**src/rtl/controle_jogo_pkg.sv**
```systemverilog
// rtl/controle_jogo_pkg.sv - shared types and limits for the game controller
// Contents: FSM state enum, selection limits, register widths.
package controle_jogo_pkg;

  typedef enum logic [2:0] {
    S_DESLIGADO  = 3'd0,
    S_PREPARACAO = 3'd1,
    S_ATQ_COL    = 3'd2,
    S_ATQ_LIN    = 3'd3,
    S_FIM        = 3'd4
  } estado_t;

  localparam int MAPA_MAX  = 3;
  localparam int COORD_MAX = 4;
  localparam int TIROS_W   = 4;
  localparam int COORD_W   = 3;

endpackage

```
**src/rtl/controle_jogo_detector_borda.sv**
```systemverilog
// rtl/controle_jogo_detector_borda.sv - button synchronizer, optional debounce, rising-edge pulse
// Optional feature: DEBOUNCE_EN (level filter between synchronizer and edge detector)
// Ports:
//   clock, reset_n : clock and asynchronous active-low reset
//   botao_i        : raw button, asynchronous to clock
//   pulso_o        : one-cycle pulse per accepted press
module detector_borda #(
  parameter int DEBOUNCE_CICLOS = 16
) (
  input  logic clock,
  input  logic reset_n,
  input  logic botao_i,
  output logic pulso_o
);

  if (DEBOUNCE_CICLOS < 1) begin : g_cfg_invalida
    $error("DEBOUNCE_CICLOS must be at least 1");
  end

  logic sync1_q, sync2_q;
  // Tracks when sync2_q holds a real sample rather than its reset value.
  logic vld1_q, vld2_q;
  logic nivel;
  logic anterior_q;
  // Set only after a genuine low level is seen, so a button held through
  // reset release cannot generate a press.
  logic armado_q;

  always_ff @(posedge clock or negedge reset_n) begin
    if (!reset_n) begin
      sync1_q <= 1'b0;
      sync2_q <= 1'b0;
      vld1_q  <= 1'b0;
      vld2_q  <= 1'b0;
    end else begin
      sync1_q <= botao_i;
      sync2_q <= sync1_q;
      vld1_q  <= 1'b1;
      vld2_q  <= vld1_q;
    end
  end

`ifdef DEBOUNCE_EN
  localparam int CNT_W = $clog2(DEBOUNCE_CICLOS + 1);
  logic [CNT_W-1:0] cnt_q;
  logic             filtro_q;

  // The filtered level follows sync2_q only after it has differed for
  // DEBOUNCE_CICLOS consecutive cycles; any bounce restarts the count.
  always_ff @(posedge clock or negedge reset_n) begin
    if (!reset_n) begin
      cnt_q    <= '0;
      filtro_q <= 1'b0;
    end else if (sync2_q == filtro_q) begin
      cnt_q <= '0;
    end else if (cnt_q == CNT_W'(DEBOUNCE_CICLOS - 1)) begin
      cnt_q    <= '0;
      filtro_q <= sync2_q;
    end else begin
      cnt_q <= cnt_q + CNT_W'(1);
    end
  end

  assign nivel = filtro_q;
`else
  assign nivel = sync2_q;
`endif

  always_ff @(posedge clock or negedge reset_n) begin
    if (!reset_n) begin
      anterior_q <= 1'b0;
      armado_q   <= 1'b0;
    end else begin
      anterior_q <= nivel;
      if (vld2_q && !sync2_q) begin
        armado_q <= 1'b1;
      end
    end
  end

  assign pulso_o = nivel & ~anterior_q & armado_q;

endmodule

```
**src/rtl/controle_jogo.sv**
```systemverilog
// rtl/controle_jogo.sv - game-mode FSM: power, map selection, shot entry, game over
// Optional feature: DEBOUNCE_EN (button debounce inside detector_borda)
// Ports:
//   clock, reset_n                 : clock and asynchronous active-low reset
//   botao_liga, botao_confirma     : raw buttons, asynchronous to clock
//   chaves[2:0]                    : switch value for map or coordinate entry
//   DESLIGADO, PREPARACAO, ATAQUE  : registered mode outputs, at most one high
//   mapa, coordColuna, coordLinha  : registered selections for the display
//   tiros[3:0]                     : shots remaining
//   tiro_valido                    : one-cycle pulse per completed shot
//   fim_jogo                       : high while the game is over
module controle_jogo
  import controle_jogo_pkg::*;
#(
  parameter int NUM_TIROS       = 10,
  parameter int DEBOUNCE_CICLOS = 16
) (
  input  logic               clock,
  input  logic               reset_n,
  input  logic               botao_liga,
  input  logic               botao_confirma,
  input  logic [COORD_W-1:0] chaves,
  output logic               DESLIGADO,
  output logic               PREPARACAO,
  output logic               ATAQUE,
  output logic [COORD_W-1:0] mapa,
  output logic [COORD_W-1:0] coordColuna,
  output logic [COORD_W-1:0] coordLinha,
  output logic [TIROS_W-1:0] tiros,
  output logic               tiro_valido,
  output logic               fim_jogo
);

  if (NUM_TIROS < 1 || NUM_TIROS > 15) begin : g_cfg_invalida
    $error("NUM_TIROS must be in 1..15");
  end

  logic pulso_liga, pulso_conf;

  detector_borda #(.DEBOUNCE_CICLOS(DEBOUNCE_CICLOS)) u_borda_liga (
    .clock   (clock),
    .reset_n (reset_n),
    .botao_i (botao_liga),
    .pulso_o (pulso_liga)
  );

  detector_borda #(.DEBOUNCE_CICLOS(DEBOUNCE_CICLOS)) u_borda_conf (
    .clock   (clock),
    .reset_n (reset_n),
    .botao_i (botao_confirma),
    .pulso_o (pulso_conf)
  );

  estado_t            estado_q, estado_d;
  logic [COORD_W-1:0] mapa_q, mapa_d, col_q, col_d, lin_q, lin_d;
  logic [TIROS_W-1:0] tiros_q, tiros_d;
  logic               valido_q, valido_d;
  logic               desl_q, desl_d, prep_q, prep_d, atq_q, atq_d, fim_q, fim_d;

  always_comb begin
    estado_d = estado_q;
    mapa_d   = mapa_q;
    col_d    = col_q;
    lin_d    = lin_q;
    tiros_d  = tiros_q;
    valido_d = 1'b0;

    // Power has priority: a simultaneous confirm is simply dropped.
    if (pulso_liga) begin
      estado_d = (estado_q == S_DESLIGADO) ? S_PREPARACAO : S_DESLIGADO;
    end else if (pulso_conf) begin
      case (estado_q)
        S_PREPARACAO: begin
          if (chaves <= COORD_W'(MAPA_MAX)) begin
            mapa_d   = chaves;
            tiros_d  = TIROS_W'(NUM_TIROS);
            estado_d = S_ATQ_COL;
          end
        end
        S_ATQ_COL: begin
          if (chaves <= COORD_W'(COORD_MAX)) begin
            col_d    = chaves;
            estado_d = S_ATQ_LIN;
          end
        end
        S_ATQ_LIN: begin
          if (chaves <= COORD_W'(COORD_MAX)) begin
            lin_d    = chaves;
            valido_d = 1'b1;
            tiros_d  = (tiros_q != '0) ? tiros_q - TIROS_W'(1) : '0;
            estado_d = (tiros_d == '0) ? S_FIM : S_ATQ_COL;
          end
        end
        S_FIM:   estado_d = S_PREPARACAO;
        default: estado_d = estado_q;
      endcase
    end

    // Mode flags are decoded from the next state so they register together
    // with the state itself.
    desl_d = (estado_d == S_DESLIGADO);
    prep_d = (estado_d == S_PREPARACAO);
    atq_d  = (estado_d == S_ATQ_COL) || (estado_d == S_ATQ_LIN);
    fim_d  = (estado_d == S_FIM);
  end

  always_ff @(posedge clock or negedge reset_n) begin
    if (!reset_n) begin
      estado_q <= S_DESLIGADO;
      mapa_q   <= '0;
      col_q    <= '0;
      lin_q    <= '0;
      tiros_q  <= '0;
      valido_q <= 1'b0;
      desl_q   <= 1'b1;
      prep_q   <= 1'b0;
      atq_q    <= 1'b0;
      fim_q    <= 1'b0;
    end else begin
      estado_q <= estado_d;
      mapa_q   <= mapa_d;
      col_q    <= col_d;
      lin_q    <= lin_d;
      tiros_q  <= tiros_d;
      valido_q <= valido_d;
      desl_q   <= desl_d;
      prep_q   <= prep_d;
      atq_q    <= atq_d;
      fim_q    <= fim_d;
    end
  end

  assign DESLIGADO   = desl_q;
  assign PREPARACAO  = prep_q;
  assign ATAQUE      = atq_q;
  assign fim_jogo    = fim_q;
  assign mapa        = mapa_q;
  assign coordColuna = col_q;
  assign coordLinha  = lin_q;
  assign tiros       = tiros_q;
  assign tiro_valido = valido_q;

endmodule

```
**config.mk**
```make
export PLATFORM = sky130hd
export DESIGN_NAME = controle_jogo
export DESIGN_NICKNAME = d
export VERILOG_FILES = /design/src/rtl/controle_jogo_pkg.sv /design/src/rtl/controle_jogo_detector_borda.sv /design/src/rtl/controle_jogo.sv
export SDC_FILE = /design/constraint.sdc
export NUM_CORES = 1
export LEC_CHECK = 0
export ABC_AREA = 0
export CAP_MARGIN = 5
export CORE_MARGIN = 2
export CORE_UTILIZATION = 53
export DETAILED_ROUTE_END_ITERATION = 16
export PLACE_DENSITY = 0.85
export SETUP_SLACK_MARGIN = 0.1
export SYNTH_ARGS = -nofsm -noshare
export SYNTH_HDL_FRONTEND = slang
export SYNTH_SLANG_ARGS = --single-unit
```
**constraint.sdc**
```tcl
create_clock -name clock -period 3.1 [get_ports clock]
set_input_delay 0.465 -clock clock [delete_from_list [all_inputs] [get_ports clock]]
set_output_delay 0.465 -clock clock [all_outputs]
set_load 0.01 [all_outputs]
```
# After elaboration in Yosys (flattened, before gate mapping)
# Index checks and enable logic that the tools add are counted.
# classes
reduce_logical	14
n_eq_ne	10
muxes	16
n_mul	0
shift	0
n_lt_le_gt_ge	2
add_sub_neg	1
n_div	0
n_bitwise	7
# op_table
operator	n
2-to-1 mux 3 bit	6
== test 3 x 2 -> 1 bit (second input constant)	4
2-to-1 mux 4 bit	3
one-hot mux 3 bit (4 select lines)	1
AND reduction 4 bit	3
one-hot mux 4 bit (2 select lines)	1
== test 3 x 1 -> 1 bit (second input constant)	2
== test 3 bit (second input constant)	2
logical NOT 3 bit	2
2-to-1 mux 1 bit	5
AND reduction 5 bit	1
AND 1 bit	4
logical NOT 4 bit	1
inequality test 2 bit (second input constant)	2
nonzero test 4 bit	1
subtractor 4 x 1 -> 4 bit (second input constant)	1
less-or-equal comparator 3 x 2 -> 1 bit (second input constant)	1
less-or-equal comparator 3 bit (second input constant)	1
inverter 1 bit	3
logical AND 1 bit	2
logical NOT 1 bit	2
nonzero test 2 bit	1
logical OR 1 bit	1
# word_totals
mem_bits_ro	0
latchBits	0
ram_bits	0
mem_count	0
in_bits	7
elab_cells	70
regBits	31
output_inout_bits	18

# Longest topological paths before layout
# Gate-level depths: netlist of run 1.
# depth
ltp_word	10
depth_mapped	6
ltp_nobuf	5

# Hierarchy
# Synthesis of run 1 repeated with hierarchy kept, for this count alone.
# unflattened
hier_cells	103
area_unflattened_um2	1327.5
# modules_own_cells
mod	seq_area_each_um2	cells_each	area_each_um2	n_inst
controle_jogo	526.8	81	982.2	1
detector_borda	150.1	11	172.7	2

# Worst setup path after synthesis of run 1
# Ideal clock, no wire load.
# synth_timing
path_kind	input port to flip-flop
start	input chaves[1]
end	register col_q[0] (netlist: coordColuna[0])
path_stages	4
n_path_buf	0
arrival_time_ps	1587
setup_slack_ps	1388
t_required_ps	2975
setup_time_ps	125
cell_sequence	o21ai_0 nand2_1 nor4_1 mux2_2
# synth_via
elab_chain_cells	2
# synth_rtl
item	line_no	source
start, declared	controle_jogo.sv:22	input logic [COORD_W-1:0] chaves,
less-or-equal comparator 3 bit	controle_jogo.sv:81	if (chaves <= COORD_W'(COORD_MAX)) begin
AND reduction 4 bit (no line)	n/a	
end signal, assigned	controle_jogo.sv:122	col_q <= col_d;
end, declared	controle_jogo.sv:55	logic [COORD_W-1:0] mapa_q, mapa_d, col_q, col_d, lin_q, lin_d;
# Every way passes these cells.
# A chain may end at the register's enable or synchronous reset.

# Worst setup path in the final report of run 1
# Same ends and word-level chain as after synthesis.

==> flow_summary.yaml, run 1 <==
logic_synthesis:
  ys_types: 31
  synth_seq_cells: 31
  yosysSeqAreaShare_pct: 63.9
  synth_cells: 95
  yosys-top-cells-area: "dfrtp_1 (62%), mux2_2 (5.6%), mux2_4 (2.5%)"
  syn-num-nets: 102
  synth-edff-count: 0
  yosysWarnings: 0
  syn_area_um2: 1220
  yosysTopAreaCell: "dfrtp_1"
  synth_ff_type: "dfrtp_1"
  synth_top_cell_area_share_pct: 61.7
  avgSynthCellArea_um2: 12.8
  synthArstFlopShare_pct: 100
global_route:
  antenna_found_initial: 0
  grt_pass1_vias: 862
  grt_pass1_wl_mm: 3.83
  grt_max_degree: 32
  overflow: 0
  grt_use_total_pct: 20.2
power_and_ir_drop:
  cellPowerDensity_nw_per_um2: 737
  p_leak_nw: 0.697
  ir_drop_v: 0.000482
  pwr-share-comb_pct: 31.9
  swShare_pct: 29.5
  clkPwrFrac_pct: 18.1
  seqPwrFrac_pct: 50.0
  p_switching_mw: 0.336
  internal_power_mw: 0.802
sta:
  finalMaxSlewViolations: 0
  setup_viol: 0
  period_minus_slack_ns: 2.08
  relSlewSlack_pct: 61.8
  rsz0062_at_grt: "false"
  period_share_pct: 67.2
  skew_ns: 0.0150
  finalHoldWorstSlack_ns: 0.355
  worst_pin_slew_ns: 0.568
  finalHoldViolations: 0
  fmax_mhz: 480
  fin_setup_tns_ns: 0
final_layout:
  multiInputGateArea_um2: 413
  nets: 133
  fin_cells: 155
  post-route-util_pct: 70.5
  finish.instance_area_um2: 1540
  fillCellCount: 160
  area_growth_pct: 27.0
  seq_area_um2: 777
  antennaDiodeCount: 0
  drive_gt1_share_pct: 15.7
routing:
  firstDrtPassIters: 4
  routed_wl_mm: 2.17
  postRouteAntennaNets: 0
  viasPerCell: 5.18
  routedWlPerCell_um: 14.0
  drc: 0
  vias: 803
  first_iter_violations: 19
placed_design:
  place_area_um2: 1500
  dp_cells: 147
  dp_hpwl_mm: 1.60
  port_buffers: 24
  place_congestion: 0.734
clocking:
  clk_path_buf_depth: 2
  postCtsSetupRepairBufs: 0
  post_cts_resized: 0
  clk_pin_slew_ns: 0.08
  numCtsBuffers: 5
  cts_tree: "yes"
  cts_max_level: 2
  root_buffer: "clkbuf_4"
  cts_sinks: 31
  ctsHoldBuffers: 0
  clock_latency_ns: 0.31
setup_path:
  cp_data_arrival_time_ns: 2.28
  crit_path_start_kind: "input pin"
  path_cells: "clkdlybuf4s50_1 > o21ai_0 > nand2_1 > nor4_1 > mux2_2"
  critPathKind: "in2reg"
  path_buf_inv: 1
  critPathTopFamily: "simple AND/OR/NAND/NOR gates"
  crit_path_max_fanout: 5
  required_ns: 3.30
  max_stage_delay_ns: 0.52
  slowest_stage: "nor4_1"
  cp-end-kind: "flip-flop"
floorplan:
  fp.dieArea_um2: 2690
  core_area_um2: 2190
  die_w_um: 51.9
  ios: 25
  num_rows: 17
  die_height_um: 51.9
  start_util_pct: 55.5
job:
  maxCapViolations: 0
run_status:
  status: "complete, no violations"
min_path:
  min_path_type: "reg2reg"
cell families after synthesis:
group	count (synthesis)	share of synthesized area (%)
buffers and inverters	7	2.16
DFF	31	63.9
muxes	8	8.02
and+or+nand+nor	31	16.4
other	1	0.308
AOI/OAI and AO/OA	17	9.26
per-stage QoR:
step	power (mW)	setup slack [ns]
3_5_place_dp	0.942	0.681
5_1_grt	1.21	0.919
2_1_floorplan	0.734	1.39
4_1_cts	1.15	1.00
3_3_place_gp	0.924	0.763
6_report	1.14	1.02
sequential cells by signal, summed over array words and instances, names as in the netlist, 3 cells and up:
register     cells
mapa             3
coordLinha       3
coordColuna      3
estado_q         3
tiros            4
synth_stat cells (2+ instances only):
master	count
o31ai_1	3
inv_1	6
o41ai_1	2
nand2_1	6
a21oi_1	3
mux2_4	2
a21o_1	3
or3_4	2
o21ai_0	4
mux2_2	6
nor3_1	3
dfrtp_1	30
nor2_1	7
layer usage:
metal  share of wire, %  track usage [%]
met5                  0                0
met4                1.2             10.5
met3                4.6             6.32
met2                 49             33.1
met1                 45             23.6
layout make-up:
type                            count  share of cell area [%]
Sequential cell                    31                    50.3
Tap cell                           28                    2.27
Timing Repair Buffer               25                    16.0
Clock buffer                        8                    3.16
Inverter                            6                    1.46
Multi-Input combinational cell     57                    26.7
final timing paths:
check | slack [ns] | cells after the start | from | to
setup / recovery | 1.02 | 5 | chaves[1] | coordColuna[0]
hold / removal | 0.36 | 0 | u_borda_conf.vld1_q | u_borda_liga.vld2_q
setup reg to reg | 1.23 | 4 | u_borda_liga.nivel | coordLinha[1]
max in group asynchronous | 2.24 | 2 | reset_n | DESLIGADO
min in group asynchronous | 0.53 | 2 | reset_n | tiros[0]
hold reg to reg | 0.36 | 0 | u_borda_conf.vld1_q | u_borda_liga.vld2_q
cell usage in the layout, fill, tap and decap left out, drive strengths merged, types with 4 or more instances in the layout:
cell           instances
inv                    6
o21ai                  4
clkdlybuf4s50         24
mux2                   8
dfrtp                 30
clkbuf                 8
nand2                  6
nor2                   7
power by group through the flow:
stage	clock network (mW)	logic [mW]	registers, mW
2_1_floorplan	0	0.135	0.598
3_5_place_dp	0	0.365	0.577
6_report	0.206	0.363	0.568
5_1_grt	0.235	0.397	0.583
3_3_place_gp	0	0.354	0.570
4_1_cts	0.214	0.367	0.569
No activity file was read; power rests on OpenSTA's default activity.
==> run 2: changes to the inputs <==
CORE_UTILIZATION = 44   (was 53)
PLACE_DENSITY = 0.76   (was 0.85)
clock period = 1.9 ns   (was 3.1 ns; I/O delays follow)
==> run 2 against run 1 <==
Net effect:
- largest power group unchanged
- die area up 19%
- first-iteration DRC count down 37%
- non-clock buffer count grew 12
- register-to-register slack got worse by 1.1 ns
- largest cell class unchanged
- via count is 10% higher
- flip-flop and latch count stayed put
- sequential power is 64% higher
- global-route usage fell by 4.2 points
==> flow_summary.yaml, run 2 (synthesis gave the netlist of run 1 again) <==
global_route:
  grt_pass1_vias: 797
  grt_pass1_wl_mm: 3.70
  overflow: 0
  grt_use_total_pct: 16.0
  grt_max_degree: 32
  antenna_found_initial: 0
sta:
  fin_setup_tns_ns: 0
  finalMaxSlewViolations: 0
  setup_viol: 0
  rsz0062_at_grt: "true"
  period_share_pct: 93.4
  fmax_mhz: 564
  fin_ws_ns: 0.126
  period_minus_slack_ns: 1.77
  skew_ns: 0.0142
  finalHoldViolations: 0
floorplan:
  num_rows: 19
  die_w_um: 56.6
  core_area_um2: 2690
  ios: 25
  die_height_um: 56.6
  fp.dieArea_um2: 3200
  start_util_pct: 45.3
placed_design:
  pre_cts_ws_ns: -0.108
  dp_hpwl_mm: 1.67
  place_congestion: 0.852
  dp_cells: 159
  port_buffers: 24
setup_path:
  cp_data_arrival_time_ns: 1.99
  r2r_setup_slack_ns: 0.13
  required_ns: 2.11
  critPathKind: "reg2reg"
  crit_path_max_fanout: 5
  cp-end-kind: "flip-flop"
  r2r_cells: 4
  r2r_end: "mapa[1]"
  r2r-start: "u_borda_conf.anterior_q"
  crit_path_start_kind: "flip-flop"
routing:
  first_iter_violations: 12
  firstDrtPassIters: 4
  routed_wl_mm: 2.27
  routedWlPerCell_um: 13.3
  drc: 0
  viasPerCell: 5.19
  postRouteAntennaNets: 0
  vias: 883
run_status:
  status: "complete, no violations"
power_and_ir_drop:
  total_power_mw: 1.89
  p_leak_nw: 0.761
  cellPowerDensity_nw_per_um2: 1140
  ir_drop_v: 0.000657
clocking:
  ctsHoldBuffers: 0
  cts_sinks: 31
  cts_tree: "yes"
  clk_pin_slew_ns: 0.10
  clock_latency_ns: 0.32
  clk_path_buf_depth: 2
  numCtsBuffers: 5
  root_buffer: "clkbuf_4"
  cts_max_level: 2
final_layout:
  largest_reg_flops: 4
  fin_cells: 170
  seq_area_um2: 777
  nets: 145
  final_cell_mix: "dfrtp_1 (30), clkdlybuf4s50_1 (24), buf_4 (13)"
  drive_gt1_share_pct: 25.9
  area_growth_pct: 36.0
  final_common_cell: "dfrtp_1"
  fillCellCount: 215
  multiInputGateArea_um2: 429
  antennaDiodeCount: 0
job:
  maxCapViolations: 0
min_path:
  min_path_type: "in2async"
-- run 2: routing by layer --
metal  GRT usage [%]  wire length [µm]
met1            19.1               944
met2            24.4              1160
met3            5.07               102
met4            10.9                64
met5               0                 0
-- run 2: timing repair --
action                                  4_1_cts  5_1_grt
buffers inserted                              0        3
pin swaps                                     0        1
endpoints found under the setup margin        1        6
gates cloned                                  0        0
resized for setup                             1        3
-- run 2: report_power, final --
| part | internal (mW) | switching (mW) |
|---|---|---|
| combinational | 0.377 | 0.242 |
| clock | 0.147 | 0.198 |
| sequential | 0.810 | 0.120 |
| total | 1.33 | 0.559 |
-- run 2: worst max path at each step --
stage                                  startpoint             end  slack, ns
after floorplan                u_borda_liga.nivel         mapa[0]       0.20
after global placement                  chaves[1]  coordColuna[2]      -0.04
after detailed placement                chaves[1]  coordColuna[2]      -0.11
after CTS                      u_borda_liga.nivel         mapa[1]       0.11
after global routing      u_borda_conf.anterior_q         mapa[1]       0.08
final                     u_borda_conf.anterior_q         mapa[1]       0.13
-- run 2: area by class of cell --
class,count,share of cell area [%]
Sequential cell,31,47.0
Tap cell,31,2.34
Inverter,6,1.36
Clock buffer,8,2.95
Timing Repair Buffer,37,20.4
Multi-Input combinational cell,57,25.9
-- run 2: critical path, stage by stage (launching register included) --
cell and delay [ns]:
dfrtp_1 0.40, nand3b_4 0.19, or3_4 0.42, or3_4 0.36, mux2_4 0.31
-- run 2: through the flow --
step / hold slack [ns] / utilization, % / instance area [µm²]
3_3_place_gp: 0.333 / 58.3 / 1570
6_report: 0.345 / 61.6 / 1650
3_5_place_dp: 0.342 / 58.3 / 1570
5_1_grt: 0.365 / 61.6 / 1650
2_1_floorplan: -0.0106 / - / 1220
4_1_cts: 0.343 / 60.2 / 1620
==> run 3: changes to the inputs <==
CORE_UTILIZATION = 47   (was 44)
CTS_BUF_LIST = sky130_fd_sc_hd__clkbuf_2 sky130_fd_sc_hd__clkbuf_4 sky130_fd_sc_hd__clkbuf_8   (was not set)
PLACE_DENSITY = 0.8   (was 0.76)
==> run 3 against run 2 <==
Net effect:
- clock skew down 0.0056 ns
- worst setup slack worse by 0.012 ns
- final cell count down 1.8%
- sequential power down 0.4%
- clock power up 26%
- combinational power down 2%
- routed wire length down 2.9%
- sequential share of layout area down 0.21 points
- global-route usage up 0.86 points
- total power up 3.8%
- fmax down 0.65%
- flip-flop and latch count unchanged
- largest cell class unchanged
- largest power group unchanged
==> flow_summary.yaml, run 3 (synthesis gave the netlist of run 1 again) <==
final_layout:
  fillCellCount: 174
  nets: 143
  drive_gt1_share_pct: 27.0
  largest_reg_flops: 4
  antennaDiodeCount: 0
  final_cell_mix: "dfrtp_1 (30), clkdlybuf4s50_1 (24), buf_4 (11)"
  fin_cells: 167
  final_common_cell: "dfrtp_1"
  area_growth_pct: 36.6
routing:
  routed_wl_mm: 2.20
  wl_met2_mm: 1.04
  routedWlPerCell_um: 13.2
  dr_wl_met3_um: 96
  viasPerCell: 5.22
  firstDrtPassIters: 5
  vias: 871
  first_iter_violations: 11
  drt-met1-wl_mm: 1.02
  postRouteAntennaNets: 0
  top_layer_used: "met4"
  drc: 0
sta:
  finalHoldWorstSlack_ns: 0.340
  finalMaxSlewViolations: 0
  setup_viol: 0
  period_minus_slack_ns: 1.79
  skew_ns: 0.00856
  rsz0062_at_grt: "true"
  fmax_mhz: 560
  finalHoldViolations: 0
  period_share_pct: 94.0
  fin_setup_tns_ns: 0
global_route:
  antenna_found_initial: 0
  grt_pass1_wl_mm: 3.29
  grt_max_degree: 32
  overflow: 0
  grt_use_total_pct: 16.8
  grt_pass1_vias: 741
setup_path:
  cp-end-kind: "flip-flop"
  path_buf_inv: 0
  crit_path_start_kind: "flip-flop"
  path_cells: "nand3b_4 > or3_4 > or3_4 > mux2_4"
  cp_data_arrival_time_ns: 2.00
  max_stage_delay_ns: 0.41
  slowest_stage: "dfrtp_1"
  required_ns: 2.11
  crit_path_max_fanout: 5
  critPathKind: "reg2reg"
  critPathTopFamily: "simple AND/OR/NAND/NOR gates"
  crit_top_cell: "or3_4"
floorplan:
  ios: 25
  fp.dieArea_um2: 3010
  die_w_um: 54.9
  die_height_um: 54.9
  core_area_um2: 2450
  num_rows: 18
  start_util_pct: 49.5
min_path:
  min_path_type: "in2async"
clocking:
  cts_sinks: 31
  clock_latency_ns: 0.32
  cts_tree: "yes"
  ctsHoldBuffers: 0
  root_buffer: "clkbuf_4"
  cts_max_level: 2
  numCtsBuffers: 5
  clk_pin_slew_ns: 0.09
  clk_path_buf_depth: 2
run_status:
  status: "complete, no violations"
placed_design:
  dp_cells: 156
  place_congestion: 0.857
  port_buffers: 24
  dp_hpwl_mm: 1.58
power_and_ir_drop:
  p_leak_nw: 0.768
  cellPowerDensity_nw_per_um2: 1180
  ir_drop_v: 0.000982
job:
  maxCapViolations: 0
[run 3: what timing repair did]
item,CTS,global route
setup endpoints to repair,5,9
pin swaps,0,2
buffers inserted,1,2
resized for setup,1,3
[run 3: metal layers]
layer / vias up / global-route usage [%]
met5: - / 0
met4: 0 / 8.75
met3: 5 / 9.02
met2: 23 / 22.6
met1: 423 / 21.6
li1: 420 / -
[run 3: area by class of cell]
type                            instances  area, µm²  area share [%]
Sequential cell                        31        777            46.8
Multi-Input combinational cell         57        429            25.8
Timing Repair Buffer                   35        323            19.4
Clock buffer                            8       72.6            4.37
Tap cell                               30       37.5            2.26
Inverter                                6       22.5            1.36
[run 3: path summary, 6_finish.rpt]
path / cells after the start / start / endpoint / slack, ns
min reg2reg: 0 / u_borda_conf.sync1_q / u_borda_conf.nivel / 0.36
max reg2reg: 4 / u_borda_conf.anterior_q / mapa[1] / 0.11
min in group clock: 0 / u_borda_conf.sync1_q / u_borda_conf.nivel / 0.36
min: 2 / reset_n / ATAQUE / 0.34
max in group asynchronous: 2 / reset_n / DESLIGADO / 1.25
max: 4 / u_borda_conf.anterior_q / mapa[1] / 0.11
[run 3: worst reg2reg max path: cells and delay by family (launching register included)]
kind / cells / cell delay [ns]
muxes: 1 / 0.31
and+or+nand+nor: 3 / 0.96
DFF: 1 / 0.41
[run 3: report_power, final]
| part | switching, mW | internal [mW] |
|---|---|---|
| Clock | 0.202 | 0.232 |
| Combinational | 0.239 | 0.368 |
| Sequential | 0.117 | 0.810 |
| Total | 0.557 | 1.41 |
[run 3: through the flow]
stage | instance area [µm²] | setup slack, ns | total power, mW | util [%]
finish | 1660 | 0.114 | 1.97 | 67.7
global placement | 1550 | -0.0118 | 1.52 | 63.1
CTS | 1630 | 0.112 | 1.97 | 66.5
detailed placement | 1550 | -0.0402 | 1.53 | 63.1
global route | 1660 | 0.0723 | 2.10 | 67.7
floorplan | 1220 | 0.196 | 1.20 | -
